**src/rtl/sonic_echo_emulator.sv**
```systemverilog
// sonic_echo_emulator: HC-SR04 sensor-side responder for the ultrasonic trig/echo link.
// Latency: trig pin fall -> first echo high cycle = BURST_CYC+3 clk (2 sync + 1 decision).
// Backpressure: none; trig activity outside IDLE/TRIG_HI is ignored, no flow control.
//
// Ports:
//   clk          system clock
//   rst          asynchronous active-high reset
//   trig         trigger pulse from the ranging master (asynchronous, synchronized here)
//   distance_cm  emulated obstacle distance, latched once per measurement at trig fall
//   echo         registered echo pulse, width = distance_cm * CYC_PER_CM (or TIMEOUT_CYC)
//   busy         high whenever a measurement is in progress (FSM not IDLE)
//   trig_err     one-cycle pulse when a too-short trig pulse is rejected

module sonic_echo_emulator #(
    parameter int TRIG_MIN_CYC = 1000,
    parameter int BURST_CYC    = 20000,
    parameter int CYC_PER_CM   = 5800,
    parameter int MAX_CM       = 400,
    parameter int TIMEOUT_CYC  = 3800000,
    parameter int HOLDOFF_CYC  = 6000000,
    parameter int CNT_W        = 23
) (
    input  logic       clk,
    input  logic       rst,
    input  logic       trig,
    input  logic [8:0] distance_cm,
    output logic       echo,
    output logic       busy,
    output logic       trig_err
);

    typedef enum logic [2:0] {
        S_IDLE    = 3'd0,
        S_TRIG_HI = 3'd1,
        S_BURST   = 3'd2,
        S_ECHO    = 3'd3,
        S_HOLDOFF = 3'd4
    } state_t;

    localparam logic [CNT_W-1:0] LP_ONE      = CNT_W'(1);
    localparam logic [CNT_W-1:0] LP_TRIG_MIN = CNT_W'(TRIG_MIN_CYC);
    localparam logic [CNT_W-1:0] LP_BURST    = CNT_W'(BURST_CYC);
    localparam logic [CNT_W-1:0] LP_HOLDOFF  = CNT_W'(HOLDOFF_CYC);
    localparam logic [CNT_W-1:0] LP_TIMEOUT  = CNT_W'(TIMEOUT_CYC);
    localparam logic [CNT_W-1:0] LP_CPC      = CNT_W'(CYC_PER_CM);
    localparam logic [CNT_W-1:0] LP_MAX_CM   = CNT_W'(MAX_CM);

    state_t           r_state;
    state_t           w_state_nxt;

    logic             r_trig_m;      // first synchronizer stage (may be metastable)
    logic             r_trig_s;      // synchronized trig
    logic             r_trig_d;      // one-cycle-delayed copy for edge detection
    logic             w_trig_rise;

    logic [CNT_W-1:0] r_cnt;
    logic [CNT_W-1:0] w_cnt_nxt;
    logic [CNT_W-1:0] w_cnt_inc;
    logic [8:0]       r_d_lat;
    logic [8:0]       w_d_lat_nxt;
    logic [CNT_W-1:0] r_len;
    logic [CNT_W-1:0] w_len_calc;

    logic             r_echo;
    logic             r_busy;
    logic             r_trig_err;
    logic             w_echo_nxt;
    logic             w_busy_nxt;
    logic             w_err_nxt;

    // ------------------------------------------------------------------
    // trig synchronizer and edge detector. The delayed copy keeps running in
    // every state, so a trig already high when IDLE is re-entered shows no
    // edge and cannot start a measurement.
    // ------------------------------------------------------------------
    always_ff @(posedge clk or posedge rst) begin
        if (rst) begin
            r_trig_m <= 1'b0;
            r_trig_s <= 1'b0;
            r_trig_d <= 1'b0;
        end else begin
            r_trig_m <= trig;
            r_trig_s <= r_trig_m;
            r_trig_d <= r_trig_s;
        end
    end

    assign w_trig_rise = r_trig_s & ~r_trig_d;
    assign w_cnt_inc   = r_cnt + LP_ONE;

    // Echo width from the latched distance. Zero or out-of-range distances
    // report "no object". The product is formed at full counter width; the
    // counter width is sized so MAX_CM*CYC_PER_CM never wraps.
    assign w_len_calc = ((r_d_lat == 9'd0) || (CNT_W'(r_d_lat) > LP_MAX_CM))
                        ? LP_TIMEOUT
                        : CNT_W'(r_d_lat) * LP_CPC;

    // ------------------------------------------------------------------
    // State register plus the datapath registers that follow it.
    // ------------------------------------------------------------------
    always_ff @(posedge clk or posedge rst) begin
        if (rst) begin
            r_state    <= S_IDLE;
            r_cnt      <= '0;
            r_d_lat    <= '0;
            r_len      <= '0;
            r_echo     <= 1'b0;
            r_busy     <= 1'b0;
            r_trig_err <= 1'b0;
        end else begin
            r_state    <= w_state_nxt;
            r_cnt      <= w_cnt_nxt;
            r_d_lat    <= w_d_lat_nxt;
            r_echo     <= w_echo_nxt;
            r_busy     <= w_busy_nxt;
            r_trig_err <= w_err_nxt;
            // d_lat is frozen for the whole BURST, so the multiplier result
            // registered here is stable by the first ECHO cycle and keeps the
            // multiply out of the ECHO compare path.
            if (r_state == S_BURST) begin
                r_len <= w_len_calc;
            end
        end
    end

    // ------------------------------------------------------------------
    // Next-state and output logic.
    // ------------------------------------------------------------------
    always_comb begin
        w_state_nxt = r_state;
        w_cnt_nxt   = r_cnt;
        w_d_lat_nxt = r_d_lat;
        w_err_nxt   = 1'b0;

        case (r_state)
            S_IDLE: begin
                if (w_trig_rise) begin
                    w_state_nxt = S_TRIG_HI;
                    w_cnt_nxt   = LP_ONE;   // the edge cycle is the first high cycle
                end
            end

            S_TRIG_HI: begin
                if (r_trig_s) begin
                    // saturate so an arbitrarily long trig cannot wrap the counter
                    if (r_cnt < LP_TRIG_MIN) begin
                        w_cnt_nxt = w_cnt_inc;
                    end
                end else if (r_cnt >= LP_TRIG_MIN) begin
                    w_state_nxt = S_BURST;
                    w_cnt_nxt   = '0;
                    w_d_lat_nxt = distance_cm;
                end else begin
                    w_state_nxt = S_IDLE;
                    w_cnt_nxt   = '0;
                    w_err_nxt   = 1'b1;
                end
            end

            S_BURST: begin
                if (w_cnt_inc == LP_BURST) begin
                    w_state_nxt = S_ECHO;
                    w_cnt_nxt   = '0;
                end else begin
                    w_cnt_nxt = w_cnt_inc;
                end
            end

            S_ECHO: begin
                if (w_cnt_inc == r_len) begin
                    w_state_nxt = S_HOLDOFF;
                    w_cnt_nxt   = '0;
                end else begin
                    w_cnt_nxt = w_cnt_inc;
                end
            end

            S_HOLDOFF: begin
                if (w_cnt_inc == LP_HOLDOFF) begin
                    w_state_nxt = S_IDLE;
                    w_cnt_nxt   = '0;
                end else begin
                    w_cnt_nxt = w_cnt_inc;
                end
            end

            default: begin
                w_state_nxt = S_IDLE;
                w_cnt_nxt   = '0;
            end
        endcase
    end

    // Outputs are registered from the next state so each one switches on the
    // same edge as the state it describes and leaves no combinational glitches.
    assign w_echo_nxt = (w_state_nxt == S_ECHO);
    assign w_busy_nxt = (w_state_nxt != S_IDLE);

    assign echo     = r_echo;
    assign busy     = r_busy;
    assign trig_err = r_trig_err;

endmodule

```
**config.mk**
```make
export PLATFORM = sky130hd
export DESIGN_NAME = sonic_echo_emulator
export DESIGN_NICKNAME = d
export VERILOG_FILES = /design/src/rtl/sonic_echo_emulator.sv
export SDC_FILE = /design/constraint.sdc
export NUM_CORES = 1
export LEC_CHECK = 0
export BUFFER_PORTS_ARGS = -buffer_cell sky130_fd_sc_hd__buf_2
export CORE_UTILIZATION = 25
export CTS_CLUSTER_DIAMETER = 100
export DETAILED_ROUTE_END_ITERATION = 10
export GPL_ROUTABILITY_DRIVEN = 0
export MAX_ROUTING_LAYER = met4
export SETUP_SLACK_MARGIN = 0.05
export SLEW_MARGIN = 20
export SYNTH_ARGS = -nofsm -noshare
export SYNTH_HDL_FRONTEND = slang
export SYNTH_SLANG_ARGS = --single-unit
```
**constraint.sdc**
```tcl
create_clock -name clk -period 5 [get_ports clk]
set_input_delay 1.5 -clock clk [delete_from_list [all_inputs] [get_ports clk]]
set_output_delay 1.5 -clock clk [all_outputs]
set_load 0.005 [all_outputs]
```
==> run_results.csv <==
group,metric,value,unit
die,io_pins,15,
clocking,cts_buffers,9,
worst_setup_path,cpMaxStageDelayCell,"fa_1",
global_routing,grt_use_total,13.10,%
timing,fin_skew,0.007503,ns
placed_design,dpl_cell_area,5904,sq um
power_and_ir_drop,power.density,282.3,nW/um^2
timing,rsz0062_at_grt,"no",
worst_setup_path,path_buf_inv,5,
synthesis,synthArstFlopShare,100.0,%
synthesis,synth-simple-area-share,19.44,%
worst_setup_path,slowest_delay,0.54,ns
power_and_ir_drop,swShare,34.04,%
synthesis,syn_nets,712,
power_and_ir_drop,peakVddDrop,0.1734,mV
worst_setup_path,worstPathArrival,4.49,ns
placed_design,dp_hpwl,10.42,mm
drt,via_per_inst,4.931,
die,coreArea,21890,sq um
power_and_ir_drop,p_clk_share,35.1,%
drt,drcViolationCount,0,
global_routing,grt.overflow.total,0,
worst_setup_path,cp_max_fo,5,
clocking,cts_tree,"done",
timing,finalHoldViolCount,0,
worst_setup_path,cpMostUsedCell,"inv_1",
worst_setup_path,r2r_end,"r_len[21]",
cells_and_area,antenna_cells,0,
placed_design,io_buffers,14,
timing,setup_viol,0,
synthesis,yosysUniqueCellTypes,72,
drt,avgRoutedWirePerCell,15.09,um
synthesis,synth_fa_ha_area_share,20.12,%
clocking,post_cts_resized,0,
timing,tightestPinTransition,0.8452,ns
cells_and_area,areaGrowthSynthToFinish,11.09,%
synthesis,synthMuxAreaShare,2.375,%
timing,holdWs,0.3699,ns
die,die_y,151.5,um
power_and_ir_drop,switching_power,0.0005962,W
power_and_ir_drop,p_seq_share,29.2,%
drt,ant_nets,0,
global_routing,grt_max_degree,35,
die,start_util,25.51,%
worst_hold_path,whs_path_depth,0,
drt,via_count,4492,
drt,route.met2.wl,6.022,mm
power_and_ir_drop,power_frac_comb,35.7,%
global_routing,first_global_vias,4260,
worst_setup_path,crit_chain,"ha_1 > inv_1 > fa_1 > inv_1 > fa_1 > inv_1 > fa_1 > inv_1 > ha_1 > inv_1 > o21ai_0 > a2111o_1 > a31oi_1 > a21oi_1 > a21oi_1 > xnor2_1 > a21oi_1",
cells_and_area,nets,715,
clocking,ctsHtreeMaxLevel,3,
timing,maxSlewViolCount,0,
timing,timing.slew.headroom,43.65,%
worst_setup_path,ff2ff_path_depth,17,
worst_setup_path,crit_path_start,"r_d_lat[3]",
worst_setup_path,r2r_slack,0.71,ns
worst_setup_path,cp.depth,17,
cells_and_area,multi_input_area,3615,sq um
timing,min_period_over_period,85.83,%
synthesis,syn_avg_cell_area,8.951,sq um
die,dieArea,22940,sq um
cells_and_area,layout-drive-gt1-share,11.09,%
timing,fin_setup_tns,0,ns
worst_setup_path,rr_startpoint,"r_d_lat[3]",
cells_and_area,regArea,1501,sq um
placed_design,dpl_worst_slack,0.6845,ns
synthesis,ys_seq_elements,60,
synthesis,synth-xor-area-share,7.504,%
clocking,hold_buffers,0,
synthesis,synth_edf_count,0,
worst_hold_path,holdCritPathClass,"register to register",
timing,fin_ws,0.7085,ns
synthesis,synth-seq-area-share,26.88,%
drt,firstDrtPassIters,5,
worst_setup_path,start_kind,"register",
cells_and_area,fillCellCount,2356,
drt,met3_length,809,um
clocking,clk_pin_slew,0.05,ns
synthesis,synth_compound_gate_area_share,14.99,%
synthesis,synth_area,5585,sq um
outcome,outcome,"finished, final reports clean",
clocking,cts.sinks,60,
clocking,clock_tree.root_cell,"clkbuf_16",
clocking,cts_setup_buffers,0,
worst_setup_path,end_kind,"register",
synthesis,syn_inst,624,
worst_setup_path,path_delay_family,"adder cells",
die,core.rowCount,54,
worst_setup_path,cp.required,5.20,ns
drt,wl,13.75,mm
synthesis,synthFlopType,"dfrtp_1",
clocking,cts_buffer_depth,2,
cells_and_area,final_util,28.34,%
drt,wl_met1,6.689,mm
drt,top_layer_used,"met4",
cells_and_area,fin_area,6205,sq um
global_routing,antenna_found_initial,0,
global_routing,grt_first_pass_wirelength,22.52,mm
power_and_ir_drop,p_leak,2.779,nW
synthesis,synth_top_family_by_area,"adder cells",
timing,fin_crit,4.291,ns
synthesis,ys_warn_count,0,
power_and_ir_drop,p_int,0.001155,W
worst_setup_path,endpoint,"r_len[21]",
worst_setup_path,criticalPathCategory,"register to register",
die,die_w,151.5,um
clocking,clock_latency,0.34,ns
drt,drt-initial-drc-count,351,
timing,fmax,233.0,MHz
job,cap_violations,0,
==> cell families (layout without fill, tap and decap cells) <==
logic type,Yosys count,after routing
mux,12,12
flops,60,60
fa+ha+maj,76,76
compound gates,125,125
xor+xnor,43,43
buf+inv,111,118
simple gates,197,197
==> stage by stage <==
step,power [W],std cells
final,0.001751,911
after floorplan,0.001015,624
after CTS,0.001770,911
after global routing,0.001882,911
after global placement,0.001140,896
after detailed placement,0.001142,896
==> worst register-to-register path: cells and delay by family, from the launching register on <==
family                   cells  cell delay (ns)
buffers and inverters        5             0.31
XOR/XNOR                     1             0.13
AO/OA/AOI/OAI                6             1.18
flip-flops                   1             0.41
adder cells (fa/ha/maj)      5             2.11
==> layer usage <==
layer,vias up,track usage [%]
met4,0,2.950
met3,21,2.964
met1,2152,18.18
met5,-,-
li1,2185,-
met2,134,19.22
==> worst min-delay path by stage <==
stage	start	endpoint	slack [ns]
2_1_floorplan	r_trig_m	r_trig_s	0.33
3_3_place_gp	r_trig_m	r_trig_s	0.33
3_5_place_dp	r_trig_m	r_trig_s	0.37
4_1_cts	r_trig_m	r_trig_s	0.38
5_1_grt	r_trig_m	r_trig_s	0.38
6_report	r_trig_m	r_trig_s	0.37
==> Yosys cell counts, drive strengths merged (3+ instances only) <==
| cell | instances | area, sq um |
|---|---|---|
| inv | 77 | 289.0 |
| dfrtp | 60 | 1501 |
| ha | 53 | 663.1 |
| nor2 | 45 | 171.4 |
| o21ai | 36 | 183.9 |
| nand2 | 32 | 120.1 |
| a21oi | 30 | 161.4 |
| xnor2 | 24 | 210.2 |
| fa | 23 | 460.4 |
| nor3 | 23 | 115.1 |
| buf | 20 | 143.9 |
| nand3 | 19 | 95.09 |
| nand4 | 17 | 136.4 |
| xor2 | 16 | 140.1 |
| clkbuf | 14 | 52.55 |
| nor4 | 12 | 102.6 |
| mux2 | 10 | 112.6 |
| a22o | 9 | 78.83 |
| or3 | 9 | 61.31 |
| and3 | 8 | 50.05 |
| nand2b | 8 | 50.05 |
| a31oi | 6 | 37.54 |
| nor2b | 5 | 31.28 |
| o22a | 4 | 35.03 |
| o31ai | 4 | 30.03 |
| or2 | 4 | 25.02 |
| a211oi | 3 | 22.52 |
| and2 | 3 | 21.27 |
| and4 | 3 | 26.28 |
| o2111ai | 3 | 26.28 |
==> sequential cells by signal (all words and copies together) (netlist names) <==
register / flops
r_trig_m: 1
r_trig_s: 1
r_d_lat: 9
r_len: 19
trig_err: 1
echo: 1
busy: 1
r_trig_d: 1
r_cnt: 23
r_state: 3
==> area by class of cell <==
class	instances	share of cell area (%)
well taps	280	5.646
repair buffers	26	2.581
flip-flops and latches	60	24.20
multi-input cells	453	58.26
inverters	77	4.658
clock buffers	14	4.578
clock inverters	1	0.08066
==> power groups by stage <==
stage / Sequential (W) / Clock (W) / Combinational (W)
after CTS: 0.000510 / 0.000628 / 0.000632
after floorplan: 0.000514 / 0 / 0.000501
final: 0.000511 / 0.000615 / 0.000626
after global routing: 0.000513 / 0.000643 / 0.000726
after detailed placement: 0.000519 / 0 / 0.000623
after global placement: 0.000518 / 0 / 0.000622
==> layout by cell type, fill, tap and decap left out, drive strengths merged, types with 5 or more instances in the layout <==
master / n
nand2: 32
buf: 26
nand4: 17
a21oi: 30
clkbuf: 14
xnor2: 24
fa: 23
a31oi: 6
xor2: 16
nor2b: 5
nor3: 23
a22o: 9
ha: 53
inv: 77
nand2b: 8
o21ai: 36
and3: 8
nor2: 45
or3: 9
dfrtp: 60
mux2: 10
nor4: 12
nand3: 19
No activity file was read; power rests on OpenSTA's default activity.
